### config.mk
export PLATFORM = sky130hd
export DESIGN_NAME = drv_dac128s085
export DESIGN_NICKNAME = d
export VERILOG_FILES = /design/src/rtl/drv_dac128s085.sv
export SDC_FILE = /design/constraint.sdc
export NUM_CORES = 1
export LEC_CHECK = 0
export BUFFER_PORTS_ARGS = -buffer_cell sky130_fd_sc_hd__buf_2
export CORE_MARGIN = 4
export CORE_UTILIZATION = 59
export CTS_CLUSTER_DIAMETER = 60
export DETAILED_ROUTE_END_ITERATION = 16
export PLACE_DENSITY_LB_ADDON = 0.15
export SLEW_MARGIN = 20
export SYNTH_ARGS = -nofsm -noshare
export SYNTH_HDL_FRONTEND = slang
export SYNTH_SLANG_ARGS = --single-unit
### constraint.sdc
create_clock -name clk -period 6.7 [get_ports clk]
set_input_delay 1.34 -clock clk [delete_from_list [all_inputs] [get_ports clk]]
set_output_delay 1.34 -clock clk [all_outputs]
set_load 0.005 [all_outputs]
### src/rtl/drv_dac128s085.sv
//------------------------------------------------------------------------------
// drv_dac128s085 - SPI streamer for the TI DAC128S085; option macro DAC_SIMUL_UPDATE_EN. Rev 1.0
//------------------------------------------------------------------------------
`default_nettype none

module drv_dac128s085 (
  input  logic        clk,
  input  logic        rst_n,
  input  logic [11:0] dac1,
  input  logic [11:0] dac2,
  input  logic [11:0] dac3,
  input  logic [11:0] dac4,
  input  logic [11:0] dac5,
  input  logic [11:0] dac6,
  input  logic [11:0] dac7,
  input  logic [11:0] dac8,
  input  logic [31:0] sclk_div,
  input  logic [31:0] sample_delay,
  output logic        SYNC,
  output logic        SCLK,
  output logic        DIN
);

  localparam logic [2:0] S_INIT = 3'd0;
  localparam logic [2:0] S_LOAD = 3'd1;
  localparam logic [2:0] S_CH   = 3'd2;
  localparam logic [2:0] S_UPD  = 3'd3;
  localparam logic [2:0] S_WAIT = 3'd4;

`ifdef DAC_SIMUL_UPDATE_EN
  localparam logic [15:0] INIT_WORD = 16'h8000;
  localparam logic [15:0] UPD_WORD  = 16'hA0FF;
`else
  localparam logic [15:0] INIT_WORD = 16'h9000;
`endif

  logic [2:0]  state, state_next, end_state;
  logic [11:0] shadow [8];
  logic [2:0]  ch_cnt, ch_next;
  logic [31:0] wait_cnt, half_cnt, half_lim;
  logic [3:0]  bit_cnt;
  logic [15:0] shreg, frame_word;
  logic        active, in_gap, half_end, frame_done, frame_start, load_shadow;

  assign ch_next     = ch_cnt + 3'd1;
  assign half_end    = (half_cnt == half_lim - 32'd1);
  // The gap is two half-periods; bit_cnt[0] marks the second one.
  assign frame_done  = active && in_gap && half_end && bit_cnt[0];
  assign end_state   = (sample_delay == 32'd0) ? S_LOAD : S_WAIT;
  assign load_shadow = (state_next == S_LOAD);

  always_ff @(posedge clk or negedge rst_n) begin
    if (!rst_n) state <= S_INIT;
    else        state <= state_next;
  end

  always_comb begin
    state_next = state;
    case (state)
      S_INIT: if (frame_done) state_next = S_LOAD;
      S_LOAD: state_next = S_CH;
      S_CH:   if (frame_done && ch_cnt == 3'd7)
`ifdef DAC_SIMUL_UPDATE_EN
                state_next = S_UPD;
`else
                state_next = end_state;
`endif
      S_UPD:  if (frame_done) state_next = end_state;
      S_WAIT: if (wait_cnt == 32'd0) state_next = S_LOAD;
      default: state_next = S_INIT;
    endcase
  end

  // Back-to-back frames start on the same edge the previous gap ends.
  always_comb begin
    frame_start = 1'b0;
    frame_word  = INIT_WORD;
    case (state)
      S_INIT: frame_start = !active;
      S_LOAD: begin
        frame_start = 1'b1;
        frame_word  = {1'b0, 3'd0, shadow[0]};
      end
      S_CH: if (frame_done) begin
        if (state_next == S_CH) begin
          frame_start = 1'b1;
          frame_word  = {1'b0, ch_next, shadow[ch_next]};
        end
`ifdef DAC_SIMUL_UPDATE_EN
        else begin
          frame_start = 1'b1;
          frame_word  = UPD_WORD;
        end
`endif
      end
      default: frame_start = 1'b0;
    endcase
  end

  always_ff @(posedge clk or negedge rst_n) begin
    if (!rst_n) begin
      for (int i = 0; i < 8; i++) shadow[i] <= '0;
      ch_cnt   <= '0;
      wait_cnt <= '0;
    end else begin
      if (load_shadow) begin
        shadow[0] <= dac1; shadow[1] <= dac2; shadow[2] <= dac3; shadow[3] <= dac4;
        shadow[4] <= dac5; shadow[5] <= dac6; shadow[6] <= dac7; shadow[7] <= dac8;
      end
      if (state == S_LOAD)
        ch_cnt <= '0;
      else if (state == S_CH && frame_done)
        ch_cnt <= ch_next;
      if (state != S_WAIT && state_next == S_WAIT)
        wait_cnt <= sample_delay - 32'd1;
      else if (state == S_WAIT)
        wait_cnt <= wait_cnt - 32'd1;
    end
  end

  always_ff @(posedge clk or negedge rst_n) begin
    if (!rst_n) begin
      SYNC     <= 1'b1;
      SCLK     <= 1'b1;
      DIN      <= 1'b0;
      active   <= 1'b0;
      in_gap   <= 1'b0;
      shreg    <= '0;
      half_cnt <= '0;
      half_lim <= 32'd1;
      bit_cnt  <= '0;
    end else if (frame_start) begin
      SYNC     <= 1'b0;
      SCLK     <= 1'b1;
      DIN      <= frame_word[15];
      shreg    <= {frame_word[14:0], 1'b0};
      active   <= 1'b1;
      in_gap   <= 1'b0;
      half_cnt <= '0;
      half_lim <= (sclk_div == 32'd0) ? 32'd1 : sclk_div;
      bit_cnt  <= '0;
    end else if (active) begin
      if (!half_end) begin
        half_cnt <= half_cnt + 32'd1;
      end else begin
        half_cnt <= '0;
        if (in_gap) begin
          if (bit_cnt[0]) begin
            active  <= 1'b0;
            in_gap  <= 1'b0;
            bit_cnt <= '0;
          end else begin
            bit_cnt <= 4'd1;
          end
        end else if (SCLK) begin
          SCLK <= 1'b0;
        end else if (bit_cnt == 4'd15) begin
          SCLK    <= 1'b1;
          SYNC    <= 1'b1;
          DIN     <= 1'b0;
          in_gap  <= 1'b1;
          bit_cnt <= '0;
        end else begin
          SCLK    <= 1'b1;
          DIN     <= shreg[15];
          shreg   <= {shreg[14:0], 1'b0};
          bit_cnt <= bit_cnt + 4'd1;
        end
      end
    end
  end

endmodule

`default_nettype wire

==> metrics.cfg <==
[timing]
fmax_mhz=169
hold_viol_final=0
finClkSkew_ns=0.0240
fin_tns_setup_ns=0
slew_headroom_pct=31.1
worstMarginPinSlew_ns=1.03
timing.hold.ws_ns=0.497
setup_viol=0
timing.final.ws_setup_ns=0.783
maxSlewViolCount=0
rsz0062_at_grt=no
timing.final.crit_share_pct=88.3
min_period_ns=5.92

[worst_setup_path]
crit_type=flop to flop
crit_path_end_kind=flop
worstPathMaxFanout=16
critical-path-slowest-cell=nor4_1
worstPathArrival_ns=6.38
cpPeakStageDelay_ns=0.75
rr_worst_depth=19
crit_family=simple AND/OR/NAND/NOR gates
r2r-end=wait_cnt[30]
worst-path-buf-inv=2
start_kind=flop
worstPathCellList=nor4_1 -> nand4_1 -> nor4_1 -> mux2i_1 -> o211ai_1 -> nand2_1 -> nor3_4 -> buf_4 -> mux2i_1 -> ha_1 -> buf_4 -> nand3_1 -> or3_1 -> or3_1 -> or4_1 -> nor3_1 -> xor2_1 -> nor2_1 -> a21oi_1
cp.required_ns=7.17
worst-r2r-setup-slack_ns=0.78
r2r_start=half_lim[7]

[global_routing]
grtUsageTotal_pct=24.9
grt_max_degree=126
antenna_found_initial=4
grt_first_pass_wirelength_mm=50.1
grt_overflow=0
grt_pass1_vias=9984

[detailed_routing]
dr.pass1.iters=5
drtIter0Drc=746
detail-route-antenna-nets=0
routedWlPerCell_um=18.4
drc=0
vias_per_cell=6.08
wl_mm=31.1
vias=10300

[clocking]
cts_tree=yes
cts_resized=0
clkSinkCount=222
cts_buffer_depth=3
path_clk_slew_ns=0.06
cts-buffers-inserted=28
root_buffer=clkbuf_16
clock_latency_ns=0.54
post_cts_buffers=0
htreeDepth=1
hold_buffers=0

[yosys]
synthFlopType=dfrtp_1
ys_warn_count=0
yosysTopAreaCell=dfrtp_1
synth_cell_types=73
synthTopCellsByArea=dfrtp_1, mux2_2, mux4_2
syn_nets=1423
synth_area_sq_mm=0.0130
synth.top_cell.area_share_pct=42.2
async_flop_share_pct=100
syn_inst=1255
ys_ff_latch=222
ys_seq_area_share_pct=42.8
synth_edf_count=0
synth_area_per_cell_sq_um=10.3

[worst_hold_path]
worstHoldStart=shadow[6]
holdPathEnd=shadow[6]
whs_path_depth=1
hp-class=flop to flop

[final_layout]
final_area_sq_mm=0.0149
fin_nets=1562
area_growth_pct=14.6
diodes=0
multiInputGateArea_sq_mm=0.00704
register_area_sq_mm=0.00556
finalNonFillerCells=1691
fillers=1652
fin_util_pct=69.6
drive_above_1_share_pct=29.5

[placement]
dp.cells=1639
placedInstanceArea_sq_mm=0.0139
place_ws_ns=0.814
gp_congestion=0.976
post-dp-hpwl_mm=22.2
portBuffers=164

[power_and_ir_drop]
power_mw=3.03
leakagePower_nw=6.58
peakVddDrop_mv=0.208
pwr_density_cell_mw_per_mm2=204

[die]
fp.dieH_um=156
die_area_sq_mm=0.0244
core.rowCount=53
ios=165
die_w_um=156
core_sq_mm=0.0214
start_util_pct=60.8

[run]
max-cap-violations=0

[status]
outcome=complete, no violations

-- worst max-delay path by stage --
| stage | start | to | slack, ns | cells past startpoint |
|---|---|---|---|---|
| after floorplan | half_lim[17] | wait_cnt[30] | 1.61 | 20 |
| after global placement | half_lim[7] | wait_cnt[30] | 0.95 | 19 |
| after detailed placement | half_lim[7] | wait_cnt[30] | 0.81 | 19 |
| after CTS | half_lim[7] | wait_cnt[30] | 0.80 | 19 |
| after global routing | half_lim[2] | wait_cnt[30] | 0.20 | 19 |
| final | half_lim[7] | wait_cnt[30] | 0.78 | 19 |
-- layout by cell type (no fill, tap or decap), drive strengths merged, types with 5 or more instances in the layout --
cell type and count:
a21oi 57, mux4 24, inv 13, nor4 38
or3 25, a31oi 28, mux2 147, clkinv 6
a22oi 14, nand3b 6, dfrtp 219, ha 6
a211oi 5, nand4 20, nand2b 5, xnor2 47
nor2 96, xor2 38, nand3 36, or4 14
o21ai 68, nor3 64, o31ai 5, nor3b 5
and4 5, mux2i 23, and3 21, nand2 95
nor4b 5, and2 10, buf 178, clkbuf 42
-- area by class of cell --
type	instances	area share, %
clock buffers	42	5.47
flip-flops and latches	222	37.4
well taps	275	2.31
inverters	12	0.303
repair buffers	178	6.38
multi-input cells	952	47.3
clock inverters	10	0.816
-- synthesized netlist by cell type, types with 4 or more instances --
library cell / instances
ha_1: 6
nand3_1: 36
nor4_1: 33
xor2_1: 38
nor2_1: 95
and4_1: 5
nand2_1: 93
o21a_1: 4
a211oi_1: 5
mux4_2: 24
and3_1: 21
buf_6: 5
a31oi_1: 28
and2_1: 10
nor4_2: 4
o21ai_0: 66
a21oi_1: 57
or3_1: 25
inv_1: 12
nand4_1: 20
o31ai_1: 5
a22oi_1: 14
buf_4: 7
or4_1: 13
mux2_4: 30
nand2b_1: 5
buf_2: 23
mux2i_1: 23
dfrtp_1: 219
mux2_2: 115
nand3b_1: 6
clkbuf_1: 33
nor4b_1: 5
nor2b_1: 4
xnor2_1: 47
nor3b_1: 4
nor3_1: 62
-- sequential cells by signal, indices dropped and copies added (netlist names), 3 cells and up --
register and count:
ch_cnt 3, state 3, shreg 15, half_cnt 32, bit_cnt 4, shadow 96, half_lim 32, wait_cnt 32
-- report_power, final --
group / internal (mW) / total, mW / switching [mW]
logic: 0.0753 / 0.164 / 0.0888
clock network: 0.916 / 1.48 / 0.567
registers: 1.36 / 1.38 / 0.0254
total: 2.35 / 3.03 / 0.682
-- metal layers --
| metal | wire length, um | up-vias | GRT usage, % |
|---|---|---|---|
| met2 | 14600 | 308 | 40.0 |
| met5 | 51 | - | 0 |
| met3 | 1920 | 65 | 4.92 |
| li1 | - | 4942 | - |
| met4 | 816 | 8 | 6.74 |
| met1 | 13700 | 4963 | 35.1 |
-- logic make-up (layout without fill, tap and decap cells) --
logic type,Yosys count,count (layout),synth area share (%)
AND/OR/NAND/NOR,457,457,18.5
flip-flops,222,222,42.8
AO/OA/AOI/OAI,210,210,9.77
multiplexers,194,194,19.6
XOR/XNOR,85,85,5.74
buffers and inverters,81,242,3.06
adder cells (fa/ha/maj),6,6,0.579
No activity file was read; power rests on OpenSTA's default activity.
